File: config.mk
export PLATFORM = sky130hd
export DESIGN_NAME = aes_decryptor_ip_buffer
export DESIGN_NICKNAME = d
export VERILOG_FILES = /design/src/rtl/aes_buf_pkg.sv /design/src/rtl/aes_blk_fifo.sv /design/src/rtl/aes_decryptor_ip_buffer.sv
export SDC_FILE = /design/constraint.sdc
export NUM_CORES = 2
export LEC_CHECK = 0
export CAP_MARGIN = 10
export CORE_ASPECT_RATIO = 0.9
export CORE_MARGIN = 2
export CORE_UTILIZATION = 65
export CTS_CLUSTER_DIAMETER = 200
export CTS_CLUSTER_SIZE = 20
export DETAILED_ROUTE_END_ITERATION = 6
export GPL_ROUTABILITY_DRIVEN = 0
export PLACE_DENSITY = 0.82
export SLEW_MARGIN = 20
export SYNTH_ARGS = -nofsm -noshare
export SYNTH_HDL_FRONTEND = slang
export SYNTH_SLANG_ARGS = --single-unit
File: constraint.sdc
create_clock -name aes_clk -period 29.1 [get_ports aes_clk]
set_input_delay 2.91 -clock aes_clk [delete_from_list [all_inputs] [get_ports aes_clk]]
set_output_delay 2.91 -clock aes_clk [all_outputs]
set_load 0.05 [all_outputs]
File: src/rtl/aes_buf_pkg.sv
// Shared types and helpers for the AES decryptor input buffer:
// block size, byte-matrix typedef, deserializer state encoding and the
// stream-byte to column-major matrix index mapping.
package aes_buf_pkg;

    localparam int DEF_ROWS = 4;
    localparam int DEF_COLS = 4;

    // Bits in one AES block for a given state-matrix shape.
    function automatic int block_bits(input int rows, input int cols);
        return 8 * rows * cols;
    endfunction

    // Default-shape state matrix: [row][col] of bytes.
    typedef logic [DEF_ROWS-1:0][DEF_COLS-1:0][7:0] state_mat_t;

    typedef enum logic [1:0] {
        IDLE    = 2'd0,
        COLLECT = 2'd1,
        STALL   = 2'd2
    } deser_state_e;

    // Stream byte k lands at row k%rows, column k/rows; returns the flat
    // byte slot (row*cols + col) inside a packed [row][col][7:0] matrix.
    function automatic int mat_byte_idx(input int k, input int rows, input int cols);
        return (k % rows) * cols + (k / rows);
    endfunction

endpackage

File: src/rtl/aes_blk_fifo.sv
// Single-clock block FIFO with registered full/empty/level flags.
// Pointers wrap modulo DEPTH (power of two); a push while full is only
// honoured when a pop happens in the same cycle.
module aes_blk_fifo #(
    parameter int WIDTH = 128,
    parameter int DEPTH = 16
) (
    input  logic                     clk,
    input  logic                     rst,
    input  logic                     push,
    input  logic [WIDTH-1:0]         din,
    input  logic                     pop,
    output logic [WIDTH-1:0]         dout,
    output logic                     full,
    output logic                     empty,
    output logic [$clog2(DEPTH):0]   level
);

    localparam int AW = $clog2(DEPTH);

    logic [WIDTH-1:0] mem [DEPTH];
    logic [AW-1:0]    wr_ptr;
    logic [AW-1:0]    rd_ptr;
    logic             wr_en;
    logic             rd_en;
    logic [AW:0]      level_n;

    assign rd_en = pop && !empty;
    assign wr_en = push && (!full || rd_en);

    // Next occupancy; simultaneous push and pop leaves it unchanged.
    always_comb begin
        level_n = level + {{AW{1'b0}}, wr_en} - {{AW{1'b0}}, rd_en};
    end

    // Storage array, written at the write pointer.
    always_ff @(posedge clk) begin
        if (wr_en) begin
            mem[wr_ptr] <= din;
        end
    end

    // Pointers and registered status flags.
    always_ff @(posedge clk or posedge rst) begin
        if (rst) begin
            wr_ptr <= '0;
            rd_ptr <= '0;
            level  <= '0;
            full   <= 1'b0;
            empty  <= 1'b1;
        end else begin
            if (wr_en) wr_ptr <= wr_ptr + 1'b1;
            if (rd_en) rd_ptr <= rd_ptr + 1'b1;
            level <= level_n;
            full  <= (level_n == (AW+1)'(DEPTH));
            empty <= (level_n == '0);
        end
    end

    // Head is forced to zero when empty so no stale or unwritten data shows.
    assign dout = empty ? '0 : mem[rd_ptr];

endmodule

File: src/rtl/aes_decryptor_ip_buffer.sv
// Receive-side AES input buffer: deserializes the OFDM cipher bitstream
// (byte-wise MSB first) into 128-bit blocks, queues them in a block FIFO
// and presents the head as a column-major byte state matrix.
// Optional feature macro: AES_DEC_IP_BUF_TIMEOUT_EN (partial-block idle flush).
//
// Handshakes: a transfer happens on a rising edge where valid && ready;
// valid never waits for ready, and ready is a function of registered
// state only (no combinational path from cipher_txt_rdy to ofdm_sdata_rdy).
module aes_decryptor_ip_buffer
    import aes_buf_pkg::*;
#(
    parameter int BUF_SIZE       = 2048,
    parameter int NO_ROWS        = 4,
    parameter int NO_COLS        = 4,
    parameter int TIMEOUT_CYCLES = 1024
) (
    input  logic                                            aes_clk,
    input  logic                                            reset,
    input  logic                                            ofdm_sdata_vld,
    output logic                                            ofdm_sdata_rdy,
    input  logic                                            ofdm_sdata,
    output logic                                            cipher_txt_vld,
    input  logic                                            cipher_txt_rdy,
    output logic [NO_ROWS-1:0][NO_COLS-1:0][7:0]            p_cipher_txt,
    output logic [$clog2(BUF_SIZE/block_bits(NO_ROWS, NO_COLS)):0] buf_level,
    output logic                                            err_timeout
);

    localparam int BLOCK_BITS = block_bits(NO_ROWS, NO_COLS);
    localparam int NO_BYTES   = NO_ROWS * NO_COLS;
    localparam int DEPTH      = BUF_SIZE / BLOCK_BITS;
    localparam int CNT_W      = $clog2(BLOCK_BITS);
    localparam logic [CNT_W-1:0] LAST_BIT = CNT_W'(BLOCK_BITS - 1);

    deser_state_e            state;
    deser_state_e            state_n;
    logic [CNT_W-1:0]        bit_cnt;
    logic [CNT_W-1:0]        bit_cnt_n;
    logic                    live;
    logic [BLOCK_BITS-2:0]   shreg;
    logic [BLOCK_BITS-1:0]   stream_blk;
    logic [BLOCK_BITS-1:0]   mat_blk;
    logic [BLOCK_BITS-1:0]   head;
    logic                    accept;
    logic                    push;
    logic                    pop;
    logic                    last_blocked;
    logic                    timeout_hit;
    logic                    fifo_full;
    logic                    fifo_empty;

    // Last bit pending while the FIFO has no room: hold the sender off.
    assign last_blocked   = (bit_cnt == LAST_BIT) && fifo_full;
    assign ofdm_sdata_rdy = live && (state != STALL) && !last_blocked;
    assign accept         = ofdm_sdata_vld && ofdm_sdata_rdy;

    assign cipher_txt_vld = !fifo_empty;
    assign pop            = cipher_txt_vld && cipher_txt_rdy;
    assign p_cipher_txt   = head;

    // Complete block in arrival order: stream bit 0 ends up as the MSB.
    assign stream_blk = {shreg, ofdm_sdata};

    // Pure rewiring of stream byte k into its column-major matrix slot.
    always_comb begin
        mat_blk = '0;
        for (int k = 0; k < NO_BYTES; k++) begin
            mat_blk[mat_byte_idx(k, NO_ROWS, NO_COLS)*8 +: 8] = stream_blk[BLOCK_BITS-1-8*k -: 8];
        end
    end

    // Deserializer next-state logic.
    always_comb begin
        state_n   = state;
        bit_cnt_n = bit_cnt;
        push      = 1'b0;
        case (state)
            IDLE: begin
                if (accept) begin
                    state_n   = COLLECT;
                    bit_cnt_n = CNT_W'(1);
                end
            end
            COLLECT: begin
                if (last_blocked) begin
                    state_n = STALL;
                end else if (accept) begin
                    if (bit_cnt == LAST_BIT) begin
                        push      = 1'b1;
                        state_n   = IDLE;
                        bit_cnt_n = '0;
                    end else begin
                        bit_cnt_n = bit_cnt + 1'b1;
                    end
                end else if (timeout_hit) begin
                    state_n   = IDLE;
                    bit_cnt_n = '0;
                end
            end
            STALL: begin
                if (!fifo_full) state_n = COLLECT;
            end
            default: begin
                state_n   = IDLE;
                bit_cnt_n = '0;
            end
        endcase
    end

    // State, bit counter and the post-reset ready enable.
    always_ff @(posedge aes_clk or posedge reset) begin
        if (reset) begin
            state   <= IDLE;
            bit_cnt <= '0;
            live    <= 1'b0;
        end else begin
            state   <= state_n;
            bit_cnt <= bit_cnt_n;
            live    <= 1'b1;
        end
    end

    // Serial shift register collecting the first BLOCK_BITS-1 bits.
    always_ff @(posedge aes_clk or posedge reset) begin
        if (reset) begin
            shreg <= '0;
        end else if (accept) begin
            shreg <= {shreg[BLOCK_BITS-3:0], ofdm_sdata};
        end
    end

`ifdef AES_DEC_IP_BUF_TIMEOUT_EN
    localparam int IDLE_W = $clog2(TIMEOUT_CYCLES + 1);
    logic [IDLE_W-1:0] idle_cnt;

    assign timeout_hit = (state == COLLECT) && !accept && !last_blocked &&
                         (idle_cnt == IDLE_W'(TIMEOUT_CYCLES - 1));

    // Idle counter: runs only in COLLECT without a bit, cleared otherwise.
    always_ff @(posedge aes_clk or posedge reset) begin
        if (reset) begin
            idle_cnt <= '0;
        end else if ((state != COLLECT) || accept || timeout_hit) begin
            idle_cnt <= '0;
        end else begin
            idle_cnt <= idle_cnt + 1'b1;
        end
    end

    // One-cycle flush indication.
    always_ff @(posedge aes_clk or posedge reset) begin
        if (reset) begin
            err_timeout <= 1'b0;
        end else begin
            err_timeout <= timeout_hit;
        end
    end
`else
    assign timeout_hit = 1'b0;
    assign err_timeout = 1'b0;
`endif

    aes_blk_fifo #(
        .WIDTH (BLOCK_BITS),
        .DEPTH (DEPTH)
    ) u_fifo (
        .clk   (aes_clk),
        .rst   (reset),
        .push  (push),
        .din   (mat_blk),
        .pop   (pop),
        .dout  (head),
        .full  (fifo_full),
        .empty (fifo_empty),
        .level (buf_level)
    );

endmodule

==> results.py <==
metrics = {
    "status": {
        "status": "finished, final reports clean",
    },
    "critical_path": {
        "crit_type": "flip-flop to primary output",
        "critical_path.max_fanout": 64,
        "worstSetupStartpointType": "flip-flop",
        "required_ns": 26.19,
        "end_kind": "primary output",
        "cp.arrival_ns": 7.01,
    },
    "layout": {
        "fill_cells": 7594,
        "fin_area_sq_um": 91400,
        "diodes": 0,
        "nets": 4689,
        "syn2layout_area_growth_pct": 7.82,
        "drive_gt1_frac": 0.0798,
        "seq_area_sq_um": 65300,
        "multiInputGateArea_sq_um": 18300,
        "final_core_util": 0.708,
    },
    "floorplanning": {
        "die_x_um": 385,
        "initial_core_util": 0.656,
        "die_area_sq_um": 133000,
        "core-area_sq_um": 129000,
        "die_h_um": 347,
        "pin_count": 141,
        "rows": 125,
    },
    "synthesis": {
        "synth_top_family_by_area": "multiplexers",
        "yosys.area_share.simple": 0.0164,
        "muxShareOfSynthArea": 0.139,
        "synth_seq_cells": 2200,
        "syn_area_sq_um": 84800,
        "yosys.area_share.xor_xnor": 0.00103,
        "synth.avg_cell_area_sq_um": 18.4,
        "yosysUniqueCellTypes": 59,
        "synthArstFlopShare": 0.0691,
        "seq_area_frac_synth": 0.770,
        "synth_warnings": 0,
        "synth_compound_area_frac": 0.0562,
        "synth-main-ff-cell": "edfxtp_1",
        "syn_inst": 4618,
        "synth_edf_count": 2048,
        "synth_fp_nets": 4635,
        "synth_adder_area_share": 0.00186,
    },
    "detailed_routing": {
        "drc": 0,
        "drt-initial-drc-count": 6158,
        "drt-pass1-iter-count": 5,
        "num_vias": 43693,
        "drtAntennaViolNets": 0,
        "vias_per_cell": 6.74,
        "wl_per_cell_um": 29.6,
        "routed_wl_mm": 192,
    },
    "clock_network": {
        "hold_buffers": 0,
        "clk_path_buf_depth": 3,
        "cts_buffers": 119,
        "cts_root_buffer": "clkbuf_16",
        "worstSkewPairLatency_ns": 0.77,
        "cts_resized": 0,
        "cts_tree": "built",
        "clk_pin_slew_ns": 0.08,
        "cts.sinks": 2200,
        "cts_setup_buffers": 0,
        "h-tree-depth": 3,
    },
    "power_and_ir_drop": {
        "power_density_nw_per_um2": 97.0,
        "max-vdd-ir-drop_mv": 0.126,
        "p_leak_nw": 32.2,
    },
    "global_routing": {
        "first_global_vias": 43146,
        "overflow": 0,
        "antenna_found_initial": 4,
        "grt_max_degree": 155,
        "grt_pass1_wl_mm": 279,
        "grt.total_usage": 0.286,
    },
    "timing": {
        "setup_viol_count_final": 0,
        "post-route-period-util": 0.341,
        "tns_ns": 0,
        "fin_skew_ns": 0.0198,
        "grt_setup_unrepaired": "no",
        "tightest_slew_ns": 1.43,
        "hold_viol": 0,
        "finalCriticalPeriod_ns": 9.92,
        "holdWs_ns": 0.534,
        "fmax_ghz": 0.101,
        "final_max_slew_viol_count": 0,
        "max-slew-margin-rel": 0.0474,
    },
    "job": {
        "maxCapViolations": 0,
    },
    "placed_design": {
        "io_buffers": 139,
        "placed_area_sq_um": 87900,
        "hpwl_mm": 88.3,
    },
    "worst_hold_path": {
        "hold_path_class": "flip-flop to flip-flop",
    },
}
cell usage in the layout (no fill, tap or decap), drive strengths merged, types with 4 or more instances in the layout:
cell type      Yosys  routed
nand2b             4       4
nor3               9       9
and4b              4       4
nor2               8       8
buf              154      70
dfrtp            151     151
o22ai            103     103
mux2i            974     974
nor2b              5       5
ha                11      11
a22oi            464     464
nand2            244     244
clkdlybuf4s50      0     139
or2                4       4
o21ai             62      62
xnor2              8       8
mux2             127     127
a21oi              4       4
clkbuf           122     220
a221oi            25      25
nand3             11      11
nor4b              4       4
mux4              25      25
inv               13      13
edfxtp          2048    2048
final cells by class:
| cell class | count | share of cell area |
|---|---|---|
| Tap cell | 1714 | 0.0235 |
| Clock inverter | 2 | 0.000356 |
| Sequential cell | 2200 | 0.715 |
| Timing Repair Buffer | 209 | 0.0233 |
| Inverter | 13 | 0.000671 |
| Clock buffer | 220 | 0.0377 |
| Multi-Input combinational cell | 2129 | 0.200 |
path summary, 6_finish.rpt:
check,start,endpoint,slack [ns],cells past startpoint
max in group asynchronous,reset,shreg[52]$_DFFE_PP0P_,24.48,4
worst max-delay path,u_fifo.rd_ptr[2]$_DFFE_PP0P_,p_cipher_txt[60],19.18,8
worst min register to register,bit_cnt[6]$_DFFE_PP0P_,bit_cnt[6]$_DFFE_PP0P_,0.53,1
worst max register to register,bit_cnt[0]$_DFFE_PP0P_,u_fifo.mem[3][42]$_DFFE_PP_,23.70,8
worst min-delay path,bit_cnt[6]$_DFFE_PP0P_,bit_cnt[6]$_DFFE_PP0P_,0.53,1
min in group asynchronous,reset,shreg[33]$_DFFE_PP0P_,2.63,2
registers in the layout, summed over array words and instances, names as in the netlist:
register and count:
u_fifo.rd_ptr 4, u_fifo.empty 1, u_fifo.wr_ptr 4, bit_cnt 7, live 1, u_fifo.level 5
state 2, u_fifo.full 1, u_fifo.mem 2048, shreg 127
metal layers:
| metal | wire length [um] | vias up | global-route usage |
|---|---|---|---|
| met4 | 5070 | 2 | 0.0783 |
| met3 | 18900 | 313 | 0.0495 |
| met1 | 74500 | 22446 | 0.410 |
| met5 | 13 | - | 0 |
| li1 | - | 18513 | - |
| met2 | 93300 | 2419 | 0.460 |
stage by stage:
step / cells / power, W / setup slack (ns)
after floorplan: 4618 / 0.00602 / 11.61
after global placement: 6262 / 0.00712 / 19.88
after detailed placement: 6265 / 0.00716 / 19.79
after CTS: 6487 / 0.00887 / 18.94
after global routing: 6487 / 0.00915 / 18.74
final: 6487 / 0.00887 / 19.18
cells in the mapped netlist, types with 2 or more instances:
cell / instances / area, sq um
a21o_1: 2 / 15.0
a21oi_1: 4 / 20.0
a221oi_1: 25 / 219
a22oi_1: 464 / 3480
a32oi_1: 2 / 17.5
and2_1: 3 / 18.8
and3_1: 2 / 12.5
and4b_1: 4 / 40.0
buf_1: 12 / 45.0
buf_2: 129 / 646
buf_4: 8 / 60.1
buf_6: 5 / 56.3
clkbuf_1: 122 / 458
conb_1: 2 / 7.51
dfrtp_1: 151 / 3780
edfxtp_1: 2048 / 61500
ha_1: 11 / 138
inv_1: 12 / 45.0
mux2_1: 2 / 22.5
mux2_2: 125 / 1410
mux2i_1: 974 / 9750
mux4_2: 25 / 563
nand2_1: 244 / 916
nand2b_1: 4 / 25.0
nand3_1: 10 / 50.1
nand4_1: 2 / 12.5
nor2_1: 8 / 30.0
nor2b_1: 5 / 31.3
nor3_1: 6 / 30.0
nor3_2: 3 / 30.0
nor4b_1: 2 / 17.5
nor4b_4: 2 / 47.6
o21ai_0: 62 / 310
o22ai_1: 103 / 644
or2_2: 2 / 12.5
or3_1: 2 / 12.5
xnor2_1: 8 / 70.1
xor2_1: 2 / 17.5
critical path, cell delays in order, from the launching register on:
cell             delay [ns]
dfrtp_2                1.07
nor2b_4                0.87
buf_4                  0.85
buf_4                  0.83
buf_4                  0.86
a221oi_1               0.17
o21ai_0                0.13
o21ai_0                0.39
clkdlybuf4s50_1        0.86
power breakdown:
| group | internal, W | switching [W] |
|---|---|---|
| combinational | 0.00120 | 0.00236 |
| sequential | 0.00348 | 0.0000880 |
| clock | 0.000797 | 0.000946 |
| total | 0.00547 | 0.00339 |
cells by family (layout without fill, tap and decap cells):
family / after synthesis / after routing
DFF: 2200 / 2200
muxes: 1126 / 1126
AOI/OAI and AO/OA: 669 / 669
and+or+nand+nor: 310 / 310
buffers and inverters: 289 / 444
adders and majority gates: 12 / 12
xor gates and xnor gates: 10 / 10
other: 2 / 2
Note: power is estimated with default switching activity, not from simulation.
